===== src/rtl/cache_bus_arbiter.sv =====
// rtl/cache_bus_arbiter.sv - round-robin snooping-bus arbiter and transaction sequencer
module cache_bus_arbiter #(
    parameter int Addr          = 37,
    parameter int SNOOP_TIMEOUT = 15
) (
    input  logic            CLK,
    input  logic            RST,
    input  logic            Bus_Req_1,
    input  logic            Bus_Req_2,
    input  logic [1:0]      Bus_Cmd_1,
    input  logic [1:0]      Bus_Cmd_2,
    input  logic [Addr-1:0] Bus_Addr_1,
    input  logic [Addr-1:0] Bus_Addr_2,
    input  logic            Snoop_Ack_1,
    input  logic            Snoop_Ack_2,
    input  logic            Snoop_Flush_1,
    input  logic            Snoop_Flush_2,
    input  logic            Mem_Done,
    output logic            Bus_Grant_1,
    output logic            Bus_Grant_2,
    output logic            Bus_Done_1,
    output logic            Bus_Done_2,
    output logic            Snoop_Valid_1,
    output logic            Snoop_Valid_2,
    output logic [1:0]      Snoop_Cmd,
    output logic [Addr-1:0] Snoop_Addr,
    output logic            Mem_Req,
    output logic            Mem_We,
    output logic [Addr-1:0] Mem_Addr,
    output logic            Last_Grant,
    output logic [15:0]     Txn_Count,
    output logic            Timeout_Err
);

    typedef enum logic [1:0] {IDLE, SNOOP, MEM, DONE} state_t;

    localparam logic [1:0] CMD_WB   = 2'b00;
    localparam logic [1:0] CMD_UPGR = 2'b11;
    localparam logic [7:0] WAIT_LAST = 8'(SNOOP_TIMEOUT - 1);

    state_t            state_q, state_d;
    logic              owner_q, owner_d;      // 0 = cache 1, 1 = cache 2
    logic [7:0]        wait_q, wait_d;

    logic              grant_1_d, grant_2_d, done_1_d, done_2_d;
    logic              valid_1_d, valid_2_d, mem_req_d, mem_we_d;
    logic [1:0]        snoop_cmd_d;
    logic [Addr-1:0]   snoop_addr_d, mem_addr_d;
    logic              last_grant_d, timeout_d;
    logic [15:0]       txn_count_d;

    logic              sel;
    logic [1:0]        sel_cmd;
    logic [Addr-1:0]   sel_addr;
    logic              ack, flush;

    always_comb begin
        state_d      = state_q;
        owner_d      = owner_q;
        wait_d       = wait_q;
        grant_1_d    = Bus_Grant_1;
        grant_2_d    = Bus_Grant_2;
        done_1_d     = 1'b0;
        done_2_d     = 1'b0;
        valid_1_d    = Snoop_Valid_1;
        valid_2_d    = Snoop_Valid_2;
        mem_req_d    = Mem_Req;
        mem_we_d     = Mem_We;
        snoop_cmd_d  = Snoop_Cmd;
        snoop_addr_d = Snoop_Addr;
        mem_addr_d   = Mem_Addr;
        last_grant_d = Last_Grant;
        timeout_d    = Timeout_Err;
        txn_count_d  = Txn_Count;

        // Tie goes to whichever cache was not served last.
        sel      = (Bus_Req_1 && Bus_Req_2) ? ~Last_Grant : Bus_Req_2;
        sel_cmd  = sel ? Bus_Cmd_2 : Bus_Cmd_1;
        sel_addr = sel ? Bus_Addr_2 : Bus_Addr_1;
        // Only the snooped (non-owning) cache may answer.
        ack      = owner_q ? Snoop_Ack_1 : Snoop_Ack_2;
        flush    = owner_q ? Snoop_Flush_1 : Snoop_Flush_2;

        unique case (state_q)
            IDLE: begin
                if (Bus_Req_1 || Bus_Req_2) begin
                    owner_d      = sel;
                    snoop_cmd_d  = sel_cmd;
                    snoop_addr_d = sel_addr;
                    mem_addr_d   = sel_addr;
                    grant_1_d    = ~sel;
                    grant_2_d    = sel;
                    wait_d       = 8'd0;
                    if (sel_cmd == CMD_WB) begin
                        state_d   = MEM;
                        mem_req_d = 1'b1;
                        mem_we_d  = 1'b1;
                    end else begin
                        state_d   = SNOOP;
                        valid_1_d = sel;
                        valid_2_d = ~sel;
                    end
                end
            end
            SNOOP: begin
                if (ack || wait_q == WAIT_LAST) begin
                    valid_1_d = 1'b0;
                    valid_2_d = 1'b0;
                    if (!ack) timeout_d = 1'b1;
                    if ((ack && flush) || Snoop_Cmd == CMD_UPGR) begin
                        state_d  = DONE;
                        done_1_d = ~owner_q;
                        done_2_d = owner_q;
                    end else begin
                        state_d   = MEM;
                        mem_req_d = 1'b1;
                        mem_we_d  = 1'b0;
                    end
                end else begin
                    wait_d = wait_q + 8'd1;
                end
            end
            MEM: begin
                if (Mem_Done) begin
                    state_d   = DONE;
                    mem_req_d = 1'b0;
                    mem_we_d  = 1'b0;
                    done_1_d  = ~owner_q;
                    done_2_d  = owner_q;
                end
            end
            DONE: begin
                state_d      = IDLE;
                grant_1_d    = 1'b0;
                grant_2_d    = 1'b0;
                valid_1_d    = 1'b0;
                valid_2_d    = 1'b0;
                mem_req_d    = 1'b0;
                mem_we_d     = 1'b0;
                last_grant_d = owner_q;
                txn_count_d  = (Txn_Count == 16'hFFFF) ? Txn_Count : Txn_Count + 16'd1;
            end
            default: state_d = IDLE;
        endcase
    end

    always_ff @(posedge CLK or negedge RST) begin
        if (!RST) begin
            state_q       <= IDLE;
            owner_q       <= 1'b0;
            wait_q        <= 8'd0;
            Bus_Grant_1   <= 1'b0;
            Bus_Grant_2   <= 1'b0;
            Bus_Done_1    <= 1'b0;
            Bus_Done_2    <= 1'b0;
            Snoop_Valid_1 <= 1'b0;
            Snoop_Valid_2 <= 1'b0;
            Snoop_Cmd     <= 2'b00;
            Snoop_Addr    <= '0;
            Mem_Req       <= 1'b0;
            Mem_We        <= 1'b0;
            Mem_Addr      <= '0;
            Last_Grant    <= 1'b1;
            Txn_Count     <= 16'd0;
            Timeout_Err   <= 1'b0;
        end else begin
            state_q       <= state_d;
            owner_q       <= owner_d;
            wait_q        <= wait_d;
            Bus_Grant_1   <= grant_1_d;
            Bus_Grant_2   <= grant_2_d;
            Bus_Done_1    <= done_1_d;
            Bus_Done_2    <= done_2_d;
            Snoop_Valid_1 <= valid_1_d;
            Snoop_Valid_2 <= valid_2_d;
            Snoop_Cmd     <= snoop_cmd_d;
            Snoop_Addr    <= snoop_addr_d;
            Mem_Req       <= mem_req_d;
            Mem_We        <= mem_we_d;
            Mem_Addr      <= mem_addr_d;
            Last_Grant    <= last_grant_d;
            Txn_Count     <= txn_count_d;
            Timeout_Err   <= timeout_d;
        end
    end

endmodule


===== config.mk =====
export PLATFORM = sky130hd
export DESIGN_NAME = cache_bus_arbiter
export DESIGN_NICKNAME = d
export VERILOG_FILES = /design/src/rtl/cache_bus_arbiter.sv
export SDC_FILE = /design/constraint.sdc
export NUM_CORES = 1
export LEC_CHECK = 0
export BUFFER_PORTS_ARGS = -buffer_cell sky130_fd_sc_hd__buf_2
export CORE_ASPECT_RATIO = 1.25
export CORE_MARGIN = 1
export CORE_UTILIZATION = 23
export CTS_CLUSTER_SIZE = 20
export DETAILED_ROUTE_END_ITERATION = 7
export GPL_ROUTABILITY_DRIVEN = 1
export SETUP_SLACK_MARGIN = 0.02
export SYNTH_ARGS = -nofsm -noshare
export SYNTH_HDL_FRONTEND = slang
export SYNTH_SLANG_ARGS = --single-unit

===== constraint.sdc =====
create_clock -name CLK -period 2.94 [get_ports CLK]
set_clock_uncertainty 0.2 [all_clocks]
set_input_delay 0.588 -clock CLK [delete_from_list [all_inputs] [get_ports CLK]]
set_output_delay 0.588 -clock CLK [all_outputs]
set_load 0.01 [all_outputs]

==> results of run 1 <==
-- worst paths after layout --
check | slack, ns | endpoint | cells past startpoint | start
worst max-delay path | 0.71 | Mem_Req | 7 | state_q[1]
worst min-delay path | 0.02 | Bus_Done_2 | 1 | RST
worst max register to register | 0.71 | Mem_Req | 7 | state_q[1]
worst min register to register | 0.29 | Txn_Count[9] | 1 | Txn_Count[9]
max in group asynchronous | 1.86 | Last_Grant | 2 | RST
min in group CLK | 0.29 | Txn_Count[9] | 1 | Txn_Count[9]
-- cell type report --
class | instances | area (um^2) | share of cell area, %
clock buffer | 9 | 225 | 4.19
clock inverter | 7 | 123 | 2.28
inverter | 7 | 26.3 | 0.489
multi-input combinational | 263 | 1790 | 33.4
sequential | 76 | 1900 | 35.4
tap | 224 | 280 | 5.22
timing repair buffer | 195 | 1020 | 19.0
-- Yosys cell counts, drive strengths merged (2+ instances only) --
master	n	share of area [%]
dfrtp	75	46
nand2	53	4.9
buf	45	8.0
o21ai	43	5.4
mux2i	41	10
nor2	17	1.6
clkbuf	12	1.1
nand3	12	1.5
xnor2	12	2.6
and3	9	1.4
ha	8	2.5
a211oi	7	1.3
inv	7	0.65
mux2	7	2.1
nand4	7	1.1
a21oi	5	0.61
a22o	4	0.92
and2	4	0.61
xor2	4	0.86
a21o	3	0.55
and4	3	0.65
a211o	2	0.43
nand2b	2	0.31
nor2b	2	0.31
nor3	2	0.25
o221ai	2	0.58
o31ai	2	0.37
-- report_power, final --
group	total [mW]	internal, mW	switching, mW
clock network	1.30	0.836	0.467
registers	1.75	1.44	0.313
logic	2.18	0.961	1.22
total	5.23	3.23	2.00
-- layer usage --
metal  wire length (um)  global-route usage (%)  up-vias
li1                   -                       -     1670
met1               4380                    13.4     1499
met2               5170                    19.1      108
met3                535                    2.65       11
met4                193                    4.81        2
met5                 13                       0        -
-- flip-flops by register name (all words and copies together) (netlist names), 2 cells and up --
| register | cells |
|---|---|
| state_q | 2 |
| Mem_Addr | 37 |
| Txn_Count | 16 |
| wait_q | 8 |
| Snoop_Cmd | 2 |
-- worst register-to-register path, stage by stage (launching register included) --
cell and delay [ns]:
dfrtp_1 0.41, inv_1 0.11, ha_1 0.37, buf_4 0.24, nand4b_1 0.11, nand3_1 0.18
a211o_1 0.19, mux2_4 0.31
-- logic make-up after synthesis --
kind of cell | count (synthesis) | share of synthesized area (%)
AO/OA/AOI/OAI | 75 | 11.5
XOR/XNOR | 16 | 3.44
adder cells (fa/ha/maj) | 8 | 2.46
buffers and inverters | 64 | 9.71
flip-flops | 76 | 46.8
multiplexers | 48 | 12.2
AND/OR/NAND/NOR | 116 | 13.9
-- metrics by stage --
| step | setup slack (ns) | util, % |
|---|---|---|
| after floorplan | 0.665 | - |
| after global placement | 0.543 | 28.9 |
| after detailed placement | 0.514 | 28.9 |
| after CTS | 0.693 | 30.9 |
| after global routing | 0.568 | 30.9 |
| final | 0.713 | 30.9 |
==> results.toml, run 1 <==
[synth]
synth_cell_types = 48
ys_warn_count = 0
synth-edff-count = 0
synthArstFlopShare_pct = 100
synth_cells = 403
synth_flop_cell = "dfrtp_1"
synth.net_count = 498
ys_seq_area_share_pct = 46.8
synth_area_um2 = 4070
syn_avg_cell_area_um2 = 10.1
ys_seq_elements = 76

[clock_network]
clockBufferDepth = 2
tritoncts = "built"
insertion_delay_ns = 0.33
numCtsBuffers = 9
path_clk_slew_ns = 0.06
cts_sinks = 76
holdBufCountCts = 0
cts_htree_levels = 3
post_cts_buffers = 0
cts-root-buf = "clkbuf_16"
cts-resized-gates = 0

[worst_hold_path]
hold_class = "in2async"

[critical_path]
crit_path_top_delay_cell = "dfrtp_1"
critPathLaunchType = "register"
crit_type = "reg2reg"
critical_path_arrival_ns = 2.25
critical_path.cell_chain = "inv_1 > ha_1 > buf_4 > nand4b_1 > nand3_1 > a211o_1 > mux2_4"
cp_max_fo = 10
path_buf_inv = 2
path_delay_family = "flip-flops"
critPathCaptureType = "register"
cpPeakStageDelay_ns = 0.41
worstPathRequired_ns = 2.96

[detailed_routing]
vias_per_cell = 4.21
drtIter0Drc = 136
drc = 0
wl_per_cell_um = 13.2
num_vias = 3290
first_pass_iters = 6
finalWirelength_um = 10300
ant_nets = 0

[finish]
mostFrequentLayoutCells = "187 x buf_2, 75 x dfrtp_1, 53 x nand2_1"
drive_above_1_share_pct = 41.1
fin_cells = 781
areaGrowthSynthToFinish_pct = 32.0
final_area_um2 = 5370
fill_cells = 1776
fin_nets = 647
layout_commonest_cell = "buf_2"
diodes = 0

[sta]
slew-limit-headroom_pct = 55.7
min_period_ns = 2.23
whs_ns = 0.0229
slew_viol_final = 0
post-route-period-util_pct = 75.8
fin_setup_tns_ns = 0
setup_viol = 0
finalHoldViolCount = 0
rsz0062_at_grt = "no"
worst_slew_pin_slew_ns = 0.662
max_clock_freq_mhz = 449

[pwr]
power_mw = 5.23
p_leak_nw = 2.79
irDropWorstVdd_mv = 0.306
power_density_nw_per_um2 = 974

[grt]
antenna_found_initial = 1
first_global_vias = 3033
grt_use_total_pct = 11.2
grt-ovfl-total = 0
grt_pass1_wl_um = 15600
grt_max_degree = 57

[placement]
place.detailed.hpwl_um = 7690
gp_congestion = 0.759
io_buffers = 188
dp_cells = 765
place_area_um2 = 5020

[floorplanning]
die_w_um = 121
initial_utilization_pct = 23.4
dieArea_um2 = 18200
ios = 189
die_y_um = 151
coreArea_um2 = 17400
rows = 54

[run_status]
outcome = "finished clean"

[job]
max-cap-violations = 0
No activity file was read; power rests on OpenSTA's default activity.
==> run 2, diff against run 1 <==
--- a/config.mk
+++ b/config.mk
@@ -5,6 +5,7 @@
 export SDC_FILE = /design/constraint.sdc
 export NUM_CORES = 1
 export LEC_CHECK = 0
+export ABC_AREA = 1
 export BUFFER_PORTS_ARGS = -buffer_cell sky130_fd_sc_hd__buf_2
 export CORE_ASPECT_RATIO = 1.25
 export CORE_MARGIN = 1
==> constraint.sdc (replaced) <==
create_clock -name CLK -period 2.34 [get_ports CLK]
set_clock_uncertainty 0.2 [all_clocks]
set_input_delay 0.468 -clock CLK [delete_from_list [all_inputs] [get_ports CLK]]
set_output_delay 0.468 -clock CLK [all_outputs]
set_load 0.01 [all_outputs]
==> run 2 against run 1 <==
Against the previous run: synthesized area rose by 5.0%; die area rose by 5.0%; first-iteration DRC count fell by 11%; maximum frequency rose by 6.3%; critical endpoint is now wait_q[7]; worst setup slack got worse by 0.47 ns; global-route usage rose by 1.9 points.
==> results.toml, run 2 <==
[clock_network]
path_clk_slew_ns = 0.06
cts_sinks = 76
insertion_delay_ns = 0.34
cts-root-buf = "clkbuf_16"
tritoncts = "built"
cts_htree_levels = 3
numCtsBuffers = 9
clockBufferDepth = 2

[pwr]
switchingPower_mw = 2.76
pwr-share-comb_pct = 44.9
power.internal_mw = 3.76
p_seq_share_pct = 33.6
clockPowerShare_pct = 21.4
p_leak_nw = 2.87
p_sw_share_pct = 42.3
power_density_nw_per_um2 = 1170
irDropWorstVdd_mv = 0.357

[synth]
ys_warn_count = 0
synthArstFlopShare_pct = 100
synth.net_count = 652
ys_seq_area_share_pct = 44.5
synthTopCellsByCount = "144 x nand2_1, 86 x o21ai_0, 75 x dfrtp_1"
ys_seq_elements = 76
synth_cells = 557
ys_top_cells_by_area = "dfrtp_1 44%, nand2_1 13%, o21ai_0 10%"
syn_avg_cell_area_um2 = 7.68
synth_cell_types = 31
synth_flop_cell = "dfrtp_1"
yosysMostFrequentCell = "nand2_1"
synth_area_um2 = 4280
synth-edff-count = 0
synth_area_leader_cell = "dfrtp_1"
synth_top_area_share_pct = 43.9

[critical_path]
cp_max_fo = 14
crit_path_top_delay_cell = "dfrtp_1"
critPathCaptureType = "register"
critical_path_arrival_ns = 2.10
worstPathRequired_ns = 2.35
critPathLaunchType = "register"
crit_type = "reg2reg"
critical_path.cell_chain = "inv_1 > ha_1 > inv_1 > nor3_2 > a21oi_1 > nand2_1 > o21ai_0"
cpMostUsedCell = "inv_1"
cpPeakStageDelay_ns = 0.41

[floorplanning]
rows = 55
die_y_um = 154
ios = 189
initial_utilization_pct = 23.5
die_w_um = 124
coreArea_um2 = 18200
dieArea_um2 = 19100

[job]
max-cap-violations = 0

[run_status]
outcome = "finished clean"

[finish]
post-route-util_pct = 30.5
multiInputGateArea_um2 = 1830
drive_above_1_share_pct = 32.9
areaGrowthSynthToFinish_pct = 29.8
fin_nets = 807
largest_register = "Mem_Addr"
largest_reg_flops = 37
fin_cells = 946
mostFrequentLayoutCells = "187 x buf_2, 144 x nand2_1, 86 x o21ai_0"
layout_commonest_cell = "buf_2"
seq_area_um2 = 1900
fill_cells = 2003
top_regs = "Mem_Addr x37, Txn_Count x16, wait_q x8"

[sta]
rsz0062_at_grt = "no"
slew_viol_final = 0
whs_ns = 0.200
worst_slew_pin_slew_ns = 0.439
setup_viol = 0
slew-limit-headroom_pct = 70.7
post-route-period-util_pct = 89.6
min_period_ns = 2.10
fin_setup_tns_ns = 0
finalHoldViolCount = 0
max_clock_freq_mhz = 477

[placement]
place.detailed.hpwl_um = 9470
gp_congestion = 0.826
dp_cells = 928
io_buffers = 188

[grt]
grt_max_degree = 36
antenna_found_initial = 1
grt_pass1_wl_um = 19200
grt_use_total_pct = 13.1
grt-ovfl-total = 0
first_global_vias = 3757

[detailed_routing]
first_pass_iters = 4
ant_nets = 0
drc = 0
vias_per_cell = 4.26
wl_per_cell_um = 13.2
finalWirelength_um = 12500
drtIter0Drc = 121
num_vias = 4030

[worst_hold_path]
hold_class = "in2reg"
[run 2: layout make-up]
type | instances | area share [%]
inverters | 45 | 3.04
repair buffers | 201 | 19.3
clock buffers | 10 | 4.13
diodes | 1 | 0.0451
flip-flops and latches | 76 | 34.3
clock inverters | 6 | 1.17
multi-input cells | 379 | 32.9
well taps | 228 | 5.14
[run 2: cells by family (layout without fill, tap and decap cells)]
logic type / after synthesis / after routing / share of synthesized area, %
flops: 76 / 76 / 44.5
fa+ha+maj: 8 / 8 / 2.34
compound gates: 113 / 113 / 14.3
xor+xnor: 12 / 12 / 2.46
simple gates: 246 / 246 / 23.4
other cells: 0 / 1 / 0
buf+inv: 102 / 262 / 13.1
[run 2: worst max-delay path: cells and delay by family, from the launching register on]
kind	cells	cell delay [ns]
and+or+nand+nor	2	0.60
DFF	1	0.41
buffers and inverters	2	0.27
AOI/OAI and AO/OA	2	0.25
adders and majority gates	1	0.22
[run 2: worst paths after layout]
path | startpoint | to | slack, ns | cells past startpoint
max | state_q[0] | wait_q[7] | 0.24 | 7
min | Bus_Addr_2[36] | Mem_Addr[36] | 0.20 | 3
max reg2reg | state_q[0] | wait_q[7] | 0.24 | 7
min reg2reg | Timeout_Err | Timeout_Err | 0.26 | 1
max in group asynchronous | RST | Txn_Count[7] | 0.96 | 3
min in group asynchronous | RST | Mem_Addr[0] | 0.41 | 2
[run 2: timing repair]
item,4_1_cts,5_1_grt
gates resized for setup,0,1
setup endpoints to repair,0,5
hold endpoints to repair,28,0
hold buffers,1,0
setup buffers,0,0
[run 2: routing by layer]
metal	wire length [um]	GRT usage [%]	vias up
li1	-	-	2048
met1	5590	16.5	1858
met3	731	3.39	9
met5	0	0	-
met2	5980	21.5	115
met4	173	4.82	0
[run 2: through the flow]
stage          area [um^2]  setup slack, ns  total power, mW
4_1_cts               5540            0.177             6.62
2_1_floorplan         4280            0.599             4.30
5_1_grt               5550           0.0426             7.08
3_3_place_gp          5240            0.197             5.15
3_5_place_dp          5240            0.179             5.18
6_report              5550            0.244             6.52
[run 2: power by group through the flow]
| stage | registers (mW) | logic, mW | clock network, mW |
|---|---|---|---|
| finish | 2.19 | 2.93 | 1.40 |
| global route | 2.27 | 3.31 | 1.50 |
| CTS | 2.20 | 2.97 | 1.45 |
| detailed placement | 2.22 | 2.96 | 0 |
| global placement | 2.20 | 2.95 | 0 |
| floorplan | 2.37 | 1.94 | 0 |
==> run 3, diff against run 2 <==
==> constraint.sdc (replaced) <==
create_clock -name CLK -period 2.4 [get_ports CLK]
set_clock_uncertainty 0.2 [all_clocks]
set_input_delay 0.48 -clock CLK [delete_from_list [all_inputs] [get_ports CLK]]
set_output_delay 0.48 -clock CLK [all_outputs]
set_load 0.01 [all_outputs]
==> run 3 against run 2 <==
Against the previous run: cell count did not move; via count barely moved; first-iteration DRC count rose by 74%; routed wire length rose by 0.78%; register-to-register slack improved by 0.09 ns; utilization barely moved; critical path depth did not move; final area rose by 0.16%; clock-buffer cell count rose by 2; sequential share of layout area fell by 0.054 points.
==> results.toml, run 3 (synthesized netlist as in run 2, its figures left out) <==
[run_status]
outcome = "finished clean"

[clock_network]
numCtsBuffers = 9
insertion_delay_ns = 0.34
clockBufferDepth = 2
cts-root-buf = "clkbuf_16"
cts_htree_levels = 3
cts_sinks = 76
post_cts_buffers = 0
tritoncts = "built"
path_clk_slew_ns = 0.06

[pwr]
power_density_nw_per_um2 = 1140
p_leak_nw = 2.87
irDropWorstVdd_mv = 0.339
power_mw = 6.35

[floorplanning]
die_y_um = 154
rows = 55
coreArea_um2 = 18200
initial_utilization_pct = 23.5
ios = 189
dieArea_um2 = 19100
die_w_um = 124

[grt]
antenna_found_initial = 2
grt-ovfl-total = 0
grt_max_degree = 36
grt_use_total_pct = 13.5
grt_pass1_wl_um = 19600
first_global_vias = 3796

[worst_hold_path]
hold_class = "in2reg"

[finish]
drive_above_1_share_pct = 33.0
fill_cells = 2005
largest_reg_flops = 37
largest_register = "Mem_Addr"
fin_cells = 946
final_area_um2 = 5560
fin_nets = 807
mostFrequentLayoutCells = "187 x buf_2, 144 x nand2_1, 86 x o21ai_0"
layout_commonest_cell = "buf_2"
areaGrowthSynthToFinish_pct = 30.0
top_regs = "Mem_Addr x37, Txn_Count x16, wait_q x8"

[placement]
place_ws_ns = 0.227
place.detailed.hpwl_um = 9420
place_area_um2 = 5250
dp_cells = 928
gp_congestion = 0.777
io_buffers = 188

[sta]
finalHoldViolCount = 0
slew_viol_final = 0
slew-limit-headroom_pct = 70.1
finalWorstSetupSlack_ns = 0.338
min_period_ns = 2.06
rsz0062_at_grt = "no"
fin_setup_tns_ns = 0
setup_viol = 0
max_clock_freq_mhz = 485
worst_slew_pin_slew_ns = 0.449
post-route-period-util_pct = 85.9

[critical_path]
critical_path_arrival_ns = 2.11
cp_max_fo = 26
critical_path.cell_chain = "inv_1 > ha_1 > inv_1 > a21oi_4 > buf_4 > o21ai_0 > o21ai_0"
worstPathRequired_ns = 2.44
cpPeakStageDelay_ns = 0.40
crit_path_top_delay_cell = "dfrtp_1"
critPathCaptureType = "register"
crit_type = "reg2reg"
critPathLaunchType = "register"

[detailed_routing]
vias_per_cell = 4.26
wl_per_cell_um = 13.3
finalWirelength_um = 12600
drc = 0
num_vias = 4034
drtIter0Drc = 210
first_pass_iters = 4
ant_nets = 0

[job]
max-cap-violations = 0
## run 3: cell types whose count changed in the layout (fill, tap and decap cells not counted)
| cell | delta |
|---|---|
| clkbuf_8 | +3 |
| clkinv_2 | -1 |
| buf_4 | -1 |
| diode_2 | +1 |
| clkbuf_1 | -1 |
| clkinv_4 | -1 |
| bufinv_16 | -1 |
| buf_12 | +1 |
## run 3: metal layers
metal	share of wire, %	routed length (um)	track usage, %
met4	1.2	151	4.65
met2	48	6050	22.6
met3	6.5	811	4.02
met1	44	5560	16.1
met5	0	0	0
## run 3: critical path, delay by kind of cell, from the launching register on
| family | cells | cell delay, ns |
|---|---|---|
| DFF | 1 | 0.40 |
| AOI/OAI and AO/OA | 3 | 0.56 |
| adders and majority gates | 1 | 0.23 |
| buffers and inverters | 3 | 0.58 |
## run 3: timing repair
item,4_1_cts,5_1_grt
endpoints found under the hold margin,30,0
hold buffers,1,0
setup endpoints to repair,0,2
gates resized for setup,0,1
## run 3: final cells by class
cell class                      instances  area, um^2  share of cell area, %
Clock buffer                           12         267                   4.80
Multi-Input combinational cell        379        1830                   32.9
Timing Repair Buffer                  201        1080                   19.5
Sequential cell                        76        1900                   34.2
Clock inverter                          3        21.3                  0.383
Antenna cell                            2        5.00                 0.0900
Inverter                               45         169                   3.04
Tap cell                              228         285                   5.13
## run 3: worst paths after layout
kind | startpoint | end | slack, ns | cells past startpoint
max | state_q[0] | Mem_Addr[20] | 0.34 | 7
min | Bus_Addr_2[12] | Mem_Addr[12] | 0.21 | 3
max reg2reg | state_q[0] | Mem_Addr[20] | 0.34 | 7
min reg2reg | Timeout_Err | Timeout_Err | 0.26 | 1
max in group asynchronous | RST | Last_Grant | 0.95 | 3
min in group asynchronous | RST | Mem_Addr[0] | 0.43 | 2
## run 3: per-stage QoR
stage	hold WS (ns)	util (%)
after detailed placement	0.254	28.9
final	0.206	30.6
after floorplan	-0.0156	-
after global routing	0.217	30.6
after global placement	0.246	28.9
after CTS	0.186	30.5
## run 3: where the power goes
part	switching, mW	leakage (nW)	total [mW]	internal [mW]
Clock	0.549	0.141	1.33	0.780
Combinational	1.76	1.76	2.88	1.12
Sequential	0.377	0.970	2.14	1.76
Total	2.69	2.87	6.35	3.66
